`src/rtl/rr_arbiter_8to3.sv`:
```
// Round-robin arbiter, 8 requesters, registered one-hot grant plus 8:3 encoded index.
// Optional hold timeout with forced rotation is enabled by defining RR_ARB_TIMEOUT_EN.
module rr_arbiter_8to3 #(
  parameter int unsigned MAX_HOLD  = 16,
  parameter int unsigned CNT_W     = 5,
  parameter int unsigned PTR_RESET = 0
) (
  input  logic       clk,
  input  logic       rst,
  input  logic [7:0] req,
  output logic [7:0] gnt,
  output logic [2:0] gnt_idx,
  output logic       gnt_valid,
  output logic       preempt
);

  localparam logic [0:0] IDLE = 1'b0;
  localparam logic [0:0] BUSY = 1'b1;

  logic [0:0] state_q, state_d;
  logic [2:0] ptr_q, ptr_d;
  logic [7:0] gnt_q, gnt_d;
  logic [2:0] idx_q, idx_d;

  logic [7:0] own;
  logic [2:0] search_start;
  logic [7:0] search_mask;
  logic       found;
  logic [2:0] found_idx;
  logic       timeout_hit;
  logic       new_grant;

  assign own = 8'b1 << idx_q;

  // While busy the search begins just past the owner with the owner masked out,
  // so a release (or forced rotation) always moves priority past it.
  always_comb begin
    search_start = (state_q == BUSY) ? idx_q + 3'd1 : ptr_q;
    search_mask  = (state_q == BUSY) ? (req & ~own) : req;
    found        = 1'b0;
    found_idx    = '0;
    for (int unsigned k = 0; k < 8; k++) begin
      logic [2:0] pos;
      pos = search_start + 3'(k);
      if (!found && search_mask[pos]) begin
        found     = 1'b1;
        found_idx = pos;
      end
    end
  end

`ifdef RR_ARB_TIMEOUT_EN
  logic [CNT_W-1:0] hold_q;
  logic             preempt_q;

  assign timeout_hit = (state_q == BUSY) && (hold_q == CNT_W'(MAX_HOLD - 1)) &&
                       req[idx_q] && (|(req & ~own));

  always_ff @(posedge clk) begin
    if (rst) begin
      hold_q    <= '0;
      preempt_q <= 1'b0;
    end else begin
      preempt_q <= timeout_hit;
      if (new_grant) begin
        hold_q <= '0;
      end else if (state_q == BUSY && hold_q != CNT_W'(MAX_HOLD - 1)) begin
        hold_q <= hold_q + 1'b1;
      end
    end
  end

  assign preempt = preempt_q;
`else
  logic unused_cfg;
  assign unused_cfg  = (MAX_HOLD > 0) ^ (CNT_W > 0);
  assign timeout_hit = 1'b0;
  assign preempt     = 1'b0;
`endif

  always_comb begin
    state_d   = state_q;
    ptr_d     = ptr_q;
    gnt_d     = gnt_q;
    idx_d     = idx_q;
    new_grant = 1'b0;
    case (state_q)
      IDLE: begin
        if (found) begin
          state_d   = BUSY;
          new_grant = 1'b1;
          idx_d     = found_idx;
          gnt_d     = 8'b1 << found_idx;
        end
      end
      BUSY: begin
        if (!req[idx_q] || timeout_hit) begin
          ptr_d = idx_q + 3'd1;
          if (found) begin
            new_grant = 1'b1;
            idx_d     = found_idx;
            gnt_d     = 8'b1 << found_idx;
          end else begin
            state_d = IDLE;
            idx_d   = '0;
            gnt_d   = '0;
          end
        end
      end
      default: begin
        state_d = IDLE;
        idx_d   = '0;
        gnt_d   = '0;
      end
    endcase
  end

  always_ff @(posedge clk) begin
    if (rst) begin
      state_q <= IDLE;
      ptr_q   <= 3'(PTR_RESET);
      gnt_q   <= '0;
      idx_q   <= '0;
    end else begin
      state_q <= state_d;
      ptr_q   <= ptr_d;
      gnt_q   <= gnt_d;
      idx_q   <= idx_d;
    end
  end

  assign gnt       = gnt_q;
  assign gnt_idx   = idx_q;
  assign gnt_valid = |gnt_q;

endmodule
```
`config.mk`:
```
export PLATFORM = sky130hd
export DESIGN_NAME = rr_arbiter_8to3
export DESIGN_NICKNAME = d
export VERILOG_FILES = /design/src/rtl/rr_arbiter_8to3.sv
export SDC_FILE = /design/constraint.sdc
export NUM_CORES = 1
export LEC_CHECK = 0
export ABC_CLOCK_PERIOD_IN_PS = 13000
export CAP_MARGIN = 20
export CELL_PAD_IN_SITES_DETAIL_PLACEMENT = 1
export CELL_PAD_IN_SITES_GLOBAL_PLACEMENT = 2
export CORE_ASPECT_RATIO = 1.2
export CORE_MARGIN = 5
export CORE_UTILIZATION = 36
export CTS_CLUSTER_DIAMETER = 50
export DETAILED_ROUTE_END_ITERATION = 8
export HOLD_SLACK_MARGIN = 0.06
export PLACE_DENSITY = 0.92
export SLEW_MARGIN = 10
export SYNTH_ARGS = -nofsm -noshare
export SYNTH_HDL_FRONTEND = slang
export SYNTH_SLANG_ARGS = --single-unit
```
`constraint.sdc`:
```
create_clock -name clk -period 13 [get_ports clk]
set_clock_uncertainty 0.1 [all_clocks]
set_input_delay 2.6 -clock clk [delete_from_list [all_inputs] [get_ports clk]]
set_output_delay 2.6 -clock clk [all_outputs]
set_load 0.02 [all_outputs]
```
; ---- Yosys cells after proc, flatten, opt, wreduce, memory -nomap -nowiden
; Cells that the tools add are included.
[totals]
register_bits = 15
out_inout_bits = 13
[classes]
n_lt_le_gt_ge = 9
n_reduce_logical = 17
n_eq_ne = 2
n_shift = 2
n_addsub = 8
muxes = 47
bitwise = 4
[op_table]
columns = operator, n
row1 = $lt 3x4->1 const B, 9
row2 = $mux 3, 12
row3 = $mux 8, 4
row4 = $bmux 1 s3, 9
row5 = $mux 1, 19
row6 = $pmux 8 s2, 1
row7 = $shl 1x3->8 const A, 2
row8 = $add 3x3->3 const B, 4
row9 = $and 8x8->8, 1
row10 = $not 8->8, 1
row11 = $reduce_or 8->1, 1
row12 = $logic_and 1x1->1, 7
row13 = $logic_not 1->1, 7
row14 = $add 3x1->3 const B, 2
row15 = $add 3x2->3 const B, 2
row16 = $pmux 3 s2, 1
row17 = $ne 2x2->1 const B, 2
row18 = $reduce_and 2->1, 2
row19 = $not 1->1, 2
row20 = $pmux 1 s2, 1

; ---- Longest topological paths before layout
[logic_depth]
ltp_word = 32
ltp_mapped = 18

; ---- Least setup slack after synthesis
; OpenSTA, ideal clock, no wires.
[synth_path]
path_kind = input -> register
start = in req[3]
end = reg gnt_q[5], in the netlist gnt[5]
setup_time_ns = 0.069
arrival_ns = 4.957
n_path_buf = 1
t_required_ns = 12.831
stages = 10
path_slack_ns = 7.874
cell_sequence = a21boi_0 mux4_2 mux2i_1 nand3b_1 or2_0 buf_2 o221a_2 a21oi_4 or4b_1 o21ai_1
[synth_via]
elab_chain_cells = 30
[synth_lines]
columns = element, line
row1 = "start, declared", 10  ; input logic [7:0] req,
row2 = $and 8x8->8, 39  ; search_mask = (state_q == BUSY) ? (req & ~own) : req;
row3 = $mux 8, 39
row4 = $bmux 1 s3, 45  ; if (!found && search_mask[pos]) begin
row5 = $mux 1 (not written as such), 45
row6 = $mux 1, 45
row7 = $logic_not 1->1, 45
row8 = $logic_and 1x1->1, 45
row9 = $mux 1, 45
row10 = [... 14 more ...], -
row11 = $mux 1, 45
row12 = $logic_not 1->1, 45
row13 = $logic_and 1x1->1, 45
row14 = $mux 3, 45
row15 = $shl 1x3->8, "93, 102"
row16 = $mux 8, 99  ; if (found) begin
row17 = $mux 8, 97  ; if (!req[idx_q] || timeout_hit) begin
row18 = $pmux 8 s2, 87  ; case (state_q)
row19 = "end signal, assigned", 127  ; gnt_q <= gnt_d;
row20 = "end, declared", 22  ; logic [7:0] gnt_q, gnt_d;
; Several ways; a longest one is shown, not always the timed one. The select of a mux whose other input is x is not followed.
; A chain may end at the register's enable or synchronous reset.

; ---- Worst setup path after layout
[layout_path]
start = in req[7]
end = reg gnt_q[2], in the netlist gnt[2]
; Same word-level chain as after synthesis.

==> reports/qor.tcl <==
set qor(place_congestion) 0.887
set qor(syn2layout_area_growth_pct) 14.3
set qor(wl_cell_um) 17.8
set qor(hold_start) {gnt[1]}
set qor(number_of_violations_of_the_max_capacitance_limit) 0
set qor(final_period_minus_worst_setup_slack_ps) 6120
set qor(yosysWarnings) 0
set qor(synth.cell_area_sq_mm) 0.00181
set qor(worstPathCellList) {clkdlybuf4s50_1 > a21boi_0 > a31oi_1 > o21ai_0 > o221ai_1 > o2111ai_1 > or2_0 > a21oi_1 > o32ai_1 > nor4b_1 > a22o_1}
set qor(crit_path_max_fanout) 6
set qor(synthDistinctLibCells) 62
set qor(top_layer_reached_by_signal_wires) {met4}
set qor(rows) 28
set qor(share_of_final_layout_standard_cells_stronger_than_drive_strength_1_pct) 8.30
set qor(drv_slew) 0
set qor(dieArea_sq_mm) 0.00655
set qor(m1WireLength_um) 2490
set qor(vdd_drop_max_mv) 0.173
set qor(first_pass_iters) 4
set qor(placedCellCount) 297
set qor(antenna_found_initial) 0
set qor(worst_max_slew_pin_slew_ps) 793
set qor(cts-root-buf) {sky130_fd_sc_hd__clkbuf_8}
set qor(hold-path-endpoint) {gnt[1]}
set qor(overall_fraction_of_global_route_tracks_in_use_pct) 17.8
set qor(detailedPlace.worstSlack_ps) 6600
set qor(clkSlewWorstSetupHoldPaths_ps) 60
set qor(stdcell_count) 301
set qor(routed-wl-met2_um) 2770
set qor(crit_path_max_incr_delay_ps) 550
set qor(worstHoldPathType) {register to register}
set qor(antenna_violating_nets_post_route) 0
set qor(post-cts-setup-buffers) 0
set qor(depth_of_the_worst_register_to_register_path) 12
set qor(fmax_mhz) 163
set qor(aggregate_global_routing_overflow) 0
set qor(hold_depth) 2
set qor(synth-xor-area-share_pct) 1.45
set qor(vias_per_cell) 6.10
set qor(setup.worst_path.start) {req[7]}
set qor(regToRegEndpoint) {gnt[4]}
set qor(worst_slack_ps) 6880
set qor(area_occupied_by_multi_input_gates_sq_mm) 0.00141
set qor(timing.critical_path.required_ps) 13090
set qor(seq_area_sq_um) 300
set qor(cts_hold_buf) 0
set qor(pin_count_of_the_biggest_net_entering_global_routing) 21
set qor(route.vias.total) 1835
set qor(clkSinkCount) 15
set qor(ff_latch_count_synth) 15
set qor(netlist_instances) 227
set qor(tritoncts) {built}
set qor(utilization_pct) 42.2
set qor(critical-path-top-delay-family) {compound AO/OA/AOI/OAI gates}
set qor(share_of_the_cycle_needed_by_the_critical_path_after_routing_pct) 47.1
set qor(postRouteWirelength_um) 5360
set qor(number_of_clock_buffers_inserted_by_tritoncts) 3
set qor(timing_hold_violations_final) 0
set qor(most_common_cell_after_layout_fill_and_taps_aside) {sky130_fd_sc_hd__nand2_1}
set qor(worst_rel_slew_slack_pct) 47.1
set qor(timing.critical_path.from_type) {primary input}
set qor(met3_wirelength_um) 73
set qor(mappedNetlistNets) 245
set qor(die_width_um) 74.7
set qor(post_synth_edffs) 0
set qor(critical_path_buf_inv_count) 1
set qor(crit_slowest_cell) {sky130_fd_sc_hd__o32ai_1}
set qor(yosys.area_share.simple_pct) 27.5
set qor(pin_count) 23
set qor(grt_pass1_wl_um) 9320
set qor(place.port_buffers) 21
set qor(power.density_mw_per_mm2) 279
set qor(synth-compound-area-share_pct) 31.0
set qor(initialDrtViolationCount) 106
set qor(core_area_sq_mm) 0.00490
set qor(num_antenna_cells) 0
set qor(main_combinational_cell_family_by_area_after_synthesis) {compound AO/OA/AOI/OAI gates}
set qor(layout.nets) 260
set qor(synth-async-reset-ratio_pct) 0
set qor(power.static_leakage_nw) 0.760
set qor(layout.cells.most_common_list) {sky130_fd_sc_hd__nand2_1 (35), sky130_fd_sc_hd__clkdlybuf4s50_1 (21), sky130_fd_sc_hd__nand3_1 (16)}
set qor(cts_resized) 0
set qor(finalSetupTns_ps) 0
set qor(die_height_um) 87.7
set qor(worst_ep_arrival_time_ps) 6200
set qor(first_global_vias) 1857
set qor(clock_tree.htree_level_count) 1
set qor(synth_area_per_cell_sq_um) 7.98
set qor(timing.critical_path.to_type) {register}
set qor(cts_buffer_depth) 2
set qor(sequential_cell_area_fraction_in_the_yosys_report_pct) 16.6
set qor(drc) 0
set qor(worst_setup_path_type) {primary input to register}
set qor(r2r-start) {gnt_idx[0]}
set qor(rsz0062_at_grt) {false}
set qor(setup_viol) 0
set qor(initial_core_utilization_pct) 36.9
set qor(post_synth_fa_ha_maj_area_fraction_pct) 5.53
set qor(clock_insertion_delay_worst_skew_ps) 240
set qor(n_fill_cell) 630
set qor(reg2reg_setup_slack_ps) 7800
set qor(post-dp-hpwl_um) 4370
set qor(outcome) {complete, no violations}
set qor(synth_mux_area_share_pct) 12.2
set qor(synth-main-ff-cell) {sky130_fd_sc_hd__dfxtp_1}
==> sequential cells by signal, summed over array words and instances (netlist names) <==
name,cells
ptr_q,3
gnt,8
state_q,1
gnt_idx,3
==> how the worst max path moves through the flow <==
stage | to | cells after the start
after floorplan | gnt[5] | 10
after global placement | gnt[6] | 11
after detailed placement | gnt[2] | 11
after CTS | gnt[2] | 11
after global routing | gnt[2] | 11
final | gnt[2] | 11
==> synth_stat cells, types with 6 or more instances <==
master	n	area, sq um
sky130_fd_sc_hd__ha_1	8	100
sky130_fd_sc_hd__nor2_1	10	37.5
sky130_fd_sc_hd__o21a_1	6	45.0
sky130_fd_sc_hd__inv_1	7	26.3
sky130_fd_sc_hd__dfxtp_1	15	300
sky130_fd_sc_hd__a21oi_1	11	55.1
sky130_fd_sc_hd__mux4_2	6	135
sky130_fd_sc_hd__o21ai_0	11	55.1
sky130_fd_sc_hd__nand2_1	35	131
sky130_fd_sc_hd__nand3_1	16	80.1
sky130_fd_sc_hd__mux2i_1	7	70.1
==> logic make-up (layout without fill, tap and decap cells) <==
logic type	after synthesis	after routing
AOI/OAI and AO/OA	74	74
xor gates and xnor gates	3	3
adders and majority gates	8	8
buffers and inverters	19	33
DFF	15	15
muxes	14	14
other	1	1
and+or+nand+nor	93	93
==> layout make-up <==
| cell class | instances | area share, % |
|---|---|---|
| Timing Repair Buffer | 21 | 10.2 |
| Sequential cell | 15 | 14.5 |
| Inverter | 8 | 1.45 |
| Tap cell | 60 | 3.63 |
| Multi-Input combinational cell | 193 | 68.1 |
| Clock buffer | 4 | 2.18 |
==> per-layer routing <==
| layer | vias up | GRT usage [%] |
|---|---|---|
| met5 | - | 0 |
| met4 | 0 | 2.91 |
| met3 | 2 | 1.03 |
| met2 | 18 | 30.7 |
| met1 | 918 | 24.6 |
| li1 | 897 | - |
==> per-stage QoR <==
step | area (sq um) | hold slack, ps | total power [mW]
2_1_floorplan | 1810 | 355 | 0.423
3_3_place_gp | 2020 | 371 | 0.536
3_5_place_dp | 2020 | 375 | 0.538
4_1_cts | 2070 | 384 | 0.576
5_1_grt | 2070 | 411 | 0.626
6_report | 2070 | 382 | 0.577
==> power by group <==
group | internal [mW] | switching, mW
clock network | 0.0216 | 0.0152
registers | 0.0598 | 0.0204
logic | 0.182 | 0.278
==> worst reg2reg max path: stages, from the launching register on <==
cell                       delay, ps
sky130_fd_sc_hd__dfxtp_1         640
sky130_fd_sc_hd__inv_1           140
sky130_fd_sc_hd__ha_1            330
sky130_fd_sc_hd__mux2_4          340
sky130_fd_sc_hd__inv_1           350
sky130_fd_sc_hd__ha_1            560
sky130_fd_sc_hd__mux4_2          660
sky130_fd_sc_hd__mux2i_1         260
sky130_fd_sc_hd__nand3b_1        160
sky130_fd_sc_hd__or2_0           350
sky130_fd_sc_hd__o41a_1          580
sky130_fd_sc_hd__a211oi_4        440
sky130_fd_sc_hd__a22o_1          220
(Power assumes the default switching activity.)
